## src/rtl/iter_mul_unit.sv

```systemverilog
// Iterative shift-add multiplier for MUL / MLA / UMULL / SMULL.
// Retires BITS_PER_CYCLE multiplier bits per cycle; {N,Z,C,V} are registered with the result.
module iter_mul_unit #(
  parameter int WIDTH          = 32,
  parameter int BITS_PER_CYCLE = 1
) (
  input  logic             clk,
  input  logic             reset,
  input  logic             start,
  input  logic [1:0]       mode,
  input  logic [WIDTH-1:0] a,
  input  logic [WIDTH-1:0] b,
  input  logic [WIDTH-1:0] acc,
  output logic             busy,
  output logic             done,
  output logic [WIDTH-1:0] result_lo,
  output logic [WIDTH-1:0] result_hi,
  output logic [3:0]       flags
);
  localparam int N     = WIDTH / BITS_PER_CYCLE;
  localparam int CNT_W = $clog2(N + 1);
  localparam logic [CNT_W-1:0] LAST_CNT = CNT_W'(N);
  localparam logic [1:0] MODE_MLA   = 2'b01;
  localparam logic [1:0] MODE_SMULL = 2'b11;

  typedef enum logic [1:0] {S_IDLE, S_CALC, S_FIX, S_DONE} state_t;
  state_t state_q, state_d;

  logic [1:0]         mode_q;
  logic [WIDTH-1:0]   a_q, b_q, acc_q, mcand_q;
  logic [2*WIDTH-1:0] prod_q;
  logic               sign_q;
  logic [CNT_W-1:0]   cnt_q;
  logic [WIDTH-1:0]   res_lo_q, res_hi_q;
  logic [3:0]         flags_q;

  logic                            accept, is_signed;
  logic [BITS_PER_CYCLE-1:0]       chunk;
  logic [WIDTH+BITS_PER_CYCLE-1:0] partial;
  logic [2*WIDTH-1:0]              prod_step, prod_fix;
  logic [WIDTH-1:0]                fix_lo, fix_hi;
  logic                            fix_n, fix_z;

  // Two's-complement magnitude; the most negative value maps to 2^(WIDTH-1) unsigned.
  function automatic logic [WIDTH-1:0] magnitude(input logic signed [WIDTH-1:0] v);
    return v[WIDTH-1] ? -v : v;
  endfunction

  function automatic logic [2*WIDTH-1:0] apply_sign(input logic [2*WIDTH-1:0] v, input logic neg);
    return neg ? -v : v;
  endfunction

  assign accept    = start && ((state_q == S_IDLE) || (state_q == S_DONE));
  assign is_signed = (mode_q == MODE_SMULL);

  // Low half of prod_q holds the unretired multiplier bits; partial sums enter the high half.
  always_comb begin
    chunk     = prod_q[BITS_PER_CYCLE-1:0];
    partial   = {{BITS_PER_CYCLE{1'b0}}, prod_q[2*WIDTH-1:WIDTH]}
              + ({{BITS_PER_CYCLE{1'b0}}, mcand_q} * {{WIDTH{1'b0}}, chunk});
    prod_step = {partial, prod_q[WIDTH-1:BITS_PER_CYCLE]};
  end

  always_comb begin
    prod_fix = apply_sign(prod_q, sign_q);
    fix_lo   = prod_fix[WIDTH-1:0] + ((mode_q == MODE_MLA) ? acc_q : '0);
    fix_hi   = mode_q[1] ? prod_fix[2*WIDTH-1:WIDTH] : '0;
    fix_n    = mode_q[1] ? fix_hi[WIDTH-1] : fix_lo[WIDTH-1];
    fix_z    = ({fix_hi, fix_lo} == '0);
  end

  always_ff @(posedge clk or negedge reset) begin
    if (!reset) state_q <= S_IDLE;
    else        state_q <= state_d;
  end

  always_comb begin
    state_d = state_q;
    case (state_q)
      S_IDLE:  if (start) state_d = S_CALC;
      S_CALC:  if (cnt_q == LAST_CNT) state_d = S_FIX;
      S_FIX:   state_d = S_DONE;
      S_DONE:  state_d = start ? S_CALC : S_IDLE;
      default: state_d = S_IDLE;
    endcase
  end

  always_comb begin
    busy = (state_q == S_CALC) || (state_q == S_FIX);
    done = (state_q == S_DONE);
  end

  always_ff @(posedge clk or negedge reset) begin
    if (!reset) begin
      mode_q   <= '0;
      a_q      <= '0;
      b_q      <= '0;
      acc_q    <= '0;
      mcand_q  <= '0;
      prod_q   <= '0;
      sign_q   <= 1'b0;
      cnt_q    <= '0;
      res_lo_q <= '0;
      res_hi_q <= '0;
      flags_q  <= '0;
    end else begin
      if (accept) begin
        mode_q <= mode;
        a_q    <= a;
        b_q    <= b;
        acc_q  <= acc;
        cnt_q  <= '0;
      end else if (state_q == S_CALC) begin
        cnt_q <= cnt_q + CNT_W'(1);
        // First CALC cycle converts the latched operands; the next N retire multiplier bits.
        if (cnt_q == '0) begin
          mcand_q <= is_signed ? magnitude(a_q) : a_q;
          prod_q  <= {{WIDTH{1'b0}}, (is_signed ? magnitude(b_q) : b_q)};
          sign_q  <= is_signed & (a_q[WIDTH-1] ^ b_q[WIDTH-1]);
        end else begin
          prod_q <= prod_step;
        end
      end
      if (state_q == S_FIX) begin
        res_lo_q <= fix_lo;
        res_hi_q <= fix_hi;
        flags_q  <= {fix_n, fix_z, 2'b00};
      end
    end
  end

  assign result_lo = res_lo_q;
  assign result_hi = res_hi_q;
  assign flags     = flags_q;

endmodule
```

## config.mk

```make
export PLATFORM = sky130hd
export DESIGN_NAME = iter_mul_unit
export DESIGN_NICKNAME = d
export VERILOG_FILES = /design/src/rtl/iter_mul_unit.sv
export SDC_FILE = /design/constraint.sdc
export NUM_CORES = 1
export LEC_CHECK = 0
export CAP_MARGIN = 0
export CORE_MARGIN = 2
export CORE_UTILIZATION = 30
export DETAILED_ROUTE_END_ITERATION = 10
export GPL_TIMING_DRIVEN = 0
export SLEW_MARGIN = 10
export SYNTH_ARGS = -nofsm -noshare
export SYNTH_HDL_FRONTEND = slang
export SYNTH_SLANG_ARGS = --single-unit
```

## constraint.sdc

```tcl
create_clock -name clk -period 4.64 [get_ports clk]
set_clock_uncertainty 0.2 [all_clocks]
set_input_delay 0.928 -clock clk [delete_from_list [all_inputs] [get_ports clk]]
set_output_delay 0.928 -clock clk [all_outputs]
set_load 0.05 [all_outputs]
```

# Word level (Yosys, flattened, before mapping)
# Index checks and enable logic that the tools add are counted.
dict set report op_classes {
  div 0
  n_shift 0
  n_lt_le_gt_ge 0
  n_mul 1
  add_sub_neg 6
  n_reduce_logical 10
  bitwise_logic 3
  n_eq_ne 8
  mux 15
}
# cell count
set ops {}
lappend ops {{32-bit 2-to-1 mux} 6}
lappend ops {{64-bit 2-to-1 mux} 2}
lappend ops {{64-bit logical NOT} 1}
lappend ops {{32-bit negation} 2}
lappend ops {{64-bit negation} 1}
lappend ops {{32-bit by 33-bit adder with 33-bit output} 1}
lappend ops {{32-bit by 1-bit multiplier with 33-bit output} 1}
lappend ops {{32-bit adder} 1}
lappend ops {{6-bit 2-to-1 mux} 2}
lappend ops {{2-bit one-hot mux with 4 select lines} 1}
lappend ops {{6-bit by 1-bit adder with 6-bit output (second input constant)} 1}
lappend ops {{2-bit equality test (second input constant)} 3}
lappend ops {{6-bit equality test (second input constant)} 1}
lappend ops {{6-bit logical NOT} 1}
lappend ops {{2-bit by 1-bit equality test with 1-bit output (second input constant)} 2}
lappend ops {{2-bit 2-to-1 mux} 2}
lappend ops {{2-bit != test (second input constant)} 2}
lappend ops {{2-bit AND reduction} 2}
lappend ops {{3-bit AND reduction} 1}
lappend ops {{2-bit logical NOT} 1}
lappend ops {{1-bit logical OR} 2}
lappend ops {{1-bit 2-to-1 mux} 2}
lappend ops {{2-bit nonzero test} 1}
lappend ops {{1-bit AND} 1}
lappend ops {{other kinds (3)} 3}
dict set report word_totals {
  mem_bits_ro 0
  memories 0
  in_bits 101
  latch_bits 0
  ram_bits 0
  ff_bits 269
}

# Depth between registers and ports, before layout
dict set report depth {
  word_depth 5
  mapped_depth 20
  mapped_depth_nobuf 19
}

# Worst setup path after synthesis
# Ideal clock, no wire load.
dict set report synth_timing {
  kind {flip-flop to flip-flop}
  start {reg sign_q}
  end {reg flags_q[2], in the netlist flags[2]}
  path_stages_with_launch 19
  setup_slack_ns -0.300
  t_arrival_ns 4.658
  t_required_ns 4.357
  period_less_slack_ns 4.940
  n_path_buf 5
  setup_ns 0.083
  path_cell_list {dfrtp_1 -> clkbuf_1 -> buf_1 -> clkbuf_1 -> clkbuf_1 -> o41ai_1 -> xnor2_1 -> ha_1 -> clkbuf_1 -> a211o_1 -> a211o_1 -> and4_1 -> or4_1 -> nand2_1 -> xor2_1 -> or4b_2 -> a2111oi_2 -> nand4_1 -> o21ai_0}
}
dict set report synth_via {
  elab_chain_len 3
  elab_cells_between_ends 4
}
# element line_no
set synth_rtl {}
lappend synth_rtl {{start, declared} 32} ;# logic sign_q;
lappend synth_rtl {{start signal, assigned} 119} ;# sign_q <= is_signed & (a_q[WIDTH-1] ^ b_q[WIDTH-1]);
lappend synth_rtl {{64-bit 2-to-1 mux (*)} 50} ;# return neg ? -v : v;
lappend synth_rtl {{32-bit adder or 32-bit 2-to-1 mux (tied branches)} {66, 67}}
lappend synth_rtl {{64-bit logical NOT (*)} 69} ;# fix_z = ({fix_hi, fix_lo} == '0);
lappend synth_rtl {{end signal, assigned} 127} ;# flags_q <= {fix_n, fix_z, 2'b00};
lappend synth_rtl {{end, declared} 35} ;# logic [3:0] flags_q;
# Every way passes the cells marked *; elsewhere a longest branch is shown, timed or not.
# A chain may end at the register's enable or synchronous reset.

# Worst setup path after layout
# Same ends and word-level chain as after synthesis.

==> run_results.csv <==
group,metric,value,unit
routing,drt-total-wl,58900,µm
die,design.core.area,57800,µm²
setup_path,r2r_start,"sign_q",
placed_design,hpwl,45800,µm
die,die_h,246,µm
setup_path,reg2reg_slack,-0.05,ns
sta,rsz0062_at_grt,"yes",
power,p_leak,9.32,nW
global_routing,grt_usage,0.192,
clock_network,path_clk_slew,0.06,ns
sta,maxSlewHeadroom,0.270,
setup_path,critPathCaptureType,"register",
synth,syn_area,17600,µm²
power,peakVddDrop,421,µV
setup_path,r2r_cells,17,
finish,antenna_cells,0,
sta,fin_crit,4.69,ns
run_status,status,"finished, violations left",
setup_path,start_kind,"register",
sta,timing.final.crit_share,1.01,
setup_path,r2r-end,"flags[2]",
sta,setup_viol,1,
sta,fmax,213,MHz
setup_path,crit_path_max_incr_delay,0.55,ns
clock_network,clk_path_buf_depth,3,
routing,drtPass1Iterations,5,
setup_path,required,4.91,ns
placed_design,place.port_buffers,168,
clock_network,cts_hold_buf,0,
routing,via_count,15700,
finish,final-seq-area,6750,µm²
run_status,violations,"negative setup slack",
synth,avgSynthCellArea,9.17,µm²
min_path,hp-class,"input port to asynchronous set/reset pin",
synth,synth_cells,1916,
routing,wl_per_cell,20.0,µm
synth,synth_edf_count,0,
setup_path,critPathMaxFanout,10,
global_routing,grt_overflow,0,
sta,worst_pin_slew,1.08,ns
clock_network,cts_made_buffers,35,
finish,n_fill_cell,5728,
setup_path,crit_path_start,"sign_q",
die,fp.dieW,246,µm
sta,slew_violations,0,
finish,nets,2335,
die,rows,88,
synth,ys_seq_elements,269,
placed_design,dp_slack,-1.60,ns
global_routing,grt_pass1_wl,90200,µm
setup_path,crit_arrival,4.96,ns
finish,fin_area,22300,µm²
setup_path,crit_end,"flags[2]",
sta,whs,0.171,ns
finish,multi_input_area,10700,µm²
setup_path,crit_type,"register to register",
synth,yosys_warnings,0,
clock_network,cts_sinks,269,
clock_network,cts_tree,"done",
synth,synthFlopType,"dfrtp_1",
clock_network,insertion_delay,0.55,ns
routing,drcViolationCount,0,
global_routing,grt_max_degree,106,
die,pin_count,171,
placed_design,gp_congestion,0.893,
synth,async_reset_ff_frac,1.00,
setup_path,slowest_stage,"or4_4",
power,power_per_cell_area,813,nW/µm²
sta,hold_viol,0,
sta,fin_ws,-0.0535,ns
run,maxCapViolations,0,
routing,ant_nets,0,
setup_path,crit_top_cell,"a211o_1",
routing,routed_via_density,5.32,
synth,yosysSeqAreaShare,0.383,
finish,areaGrowthSynthToFinish,26.9,%
placed_design,placedInstanceArea,20300,µm²
global_routing,grt_pass1_vias,15300,
synth,synth_cell_type_count,76,
setup_path,crit_chain,"clkbuf_8, buf_8, clkbuf_16, buf_4, nand2_1, o21ai_2, ha_1, a211o_1, a211o_1, a211oi_4, o211ai_1, nor4_4, o2111ai_2, or4_4, a2111oi_4, nand4_1, o21ai_1",
global_routing,antenna_found_initial,0,
clock_network,cts_max_level,2,
die,initial_utilization,0.304,
routing,drt_iter0_drc,1002,
finish,drive_gt1_frac,0.150,
die,fp.dieArea,60500,µm²
finish,layout_common_cells,"dfrtp_1, nand2_1, clkdlybuf4s50_1",
clock_network,root_buffer,"clkbuf_16",
finish,final_common_cell,"dfrtp_1",
==> where the power goes <==
group          total (mW)  leakage [nW]  switching, mW  internal (mW)
clock network        2.69         0.561           1.08           1.62
logic                10.8          5.41           6.49           4.35
registers            4.60          3.35           1.15           3.45
==> cell usage after synthesis, types with 7 or more instances <==
master / instances / area (µm²)
nand4_1: 24 / 150
nor3_1: 49 / 245
o2bb2ai_1: 16 / 140
a22o_1: 14 / 123
o21ai_0: 170 / 851
mux2i_1: 13 / 130
and3_1: 18 / 113
or4_1: 16 / 120
dfrtp_1: 269 / 6730
a211oi_1: 7 / 52.6
or3_1: 27 / 169
o31ai_1: 42 / 315
a31oi_1: 17 / 106
a21oi_1: 81 / 405
mux2_2: 113 / 1270
o311ai_0: 8 / 70.1
buf_1: 7 / 26.3
inv_1: 45 / 169
nand2_1: 209 / 785
o41ai_1: 12 / 105
a21boi_0: 7 / 52.6
and2_1: 69 / 432
xor2_1: 56 / 490
xnor2_1: 91 / 797
nor2b_1: 20 / 125
o211ai_1: 11 / 82.6
o21a_1: 14 / 105
nor4_1: 25 / 156
a21o_1: 42 / 315
ha_1: 73 / 913
nand3_1: 29 / 145
nand2b_1: 19 / 119
nor2_1: 85 / 319
clkbuf_1: 101 / 379
and4_1: 8 / 70.1
==> per-stage QoR <==
step                      instances  setup TNS, ns  total power [mW]   util
after floorplan                1917              0              11.2      -
after global placement         2850       -2448.56              14.2  0.350
after detailed placement       2852          -7.58              14.4  0.351
after CTS                      2941              0              17.9  0.382
after global routing           2947         -0.279              19.4  0.386
final                          2947        -0.0535              18.1  0.386
==> cell families (layout without fill, tap and decap cells) <==
kind of cell / after synthesis / count (layout) / share of synthesized area
flip-flops: 269 / 269 / 0.383
other: 1 / 2 / 0.000213
adder cells (fa/ha/maj): 75 / 75 / 0.0543
XOR/XNOR: 147 / 147 / 0.0733
AND/OR/NAND/NOR: 624 / 624 / 0.180
AO/OA/AOI/OAI: 516 / 516 / 0.195
multiplexers: 126 / 126 / 0.0798
buffers and inverters: 158 / 423 / 0.0345
==> registers in the layout, summed over array words and instances (netlist names) <==
| signal | cells |
|---|---|
| cnt_q | 6 |
| result_hi | 32 |
| mcand_q | 32 |
| sign_q | 1 |
| flags | 2 |
| mode_q | 2 |
| prod_q | 64 |
| acc_q | 32 |
| state_q | 2 |
| a_q | 32 |
| b_q | 32 |
| result_lo | 32 |
==> critical path, delay by kind of cell, from the launching register on <==
family | cells | cell delay, ns
DFF | 1 | 0.42
adders and majority gates | 1 | 0.32
and+or+nand+nor | 4 | 1.26
buffers and inverters | 4 | 0.62
AOI/OAI and AO/OA | 8 | 1.77
==> worst min path at each step <==
| stage | end | from |
|---|---|---|
| 2_1_floorplan | mcand_q[31] | mcand_q[31] |
| 3_3_place_gp | mcand_q[9] | mcand_q[9] |
| 3_5_place_dp | mcand_q[20] | mcand_q[20] |
| 4_1_cts | result_hi[3] | reset |
| 5_1_grt | result_hi[2] | reset |
| 6_report | result_hi[2] | reset |
==> layer usage <==
layer / global-route usage / share of wire / vias up
met3: 0.0264 / 0.053 / 98
met4: 0.0631 / 0.030 / 0
met2: 0.302 / 0.45 / 474
met1: 0.270 / 0.47 / 7622
met5: 0 / 0 / -
li1: - / - / 7481
==> repair_timing <==
action | 4_1_cts | 5_1_grt
setup buffers | 42 | 9
gates resized for setup | 88 | 39
endpoints found under the setup margin | 19 | 5
pin swaps | 31 | 19
==> final cells by class <==
class                      count  share of cell area
clock buffer                  46              0.0443
timing repair buffer         221              0.0954
clock inverter                14             0.00668
sequential                   269               0.303
buffer                        97              0.0210
inverter                      45             0.00758
multi-input combinational   1490               0.479
tap                          765              0.0429
Power figures use the tool's default switching activity.
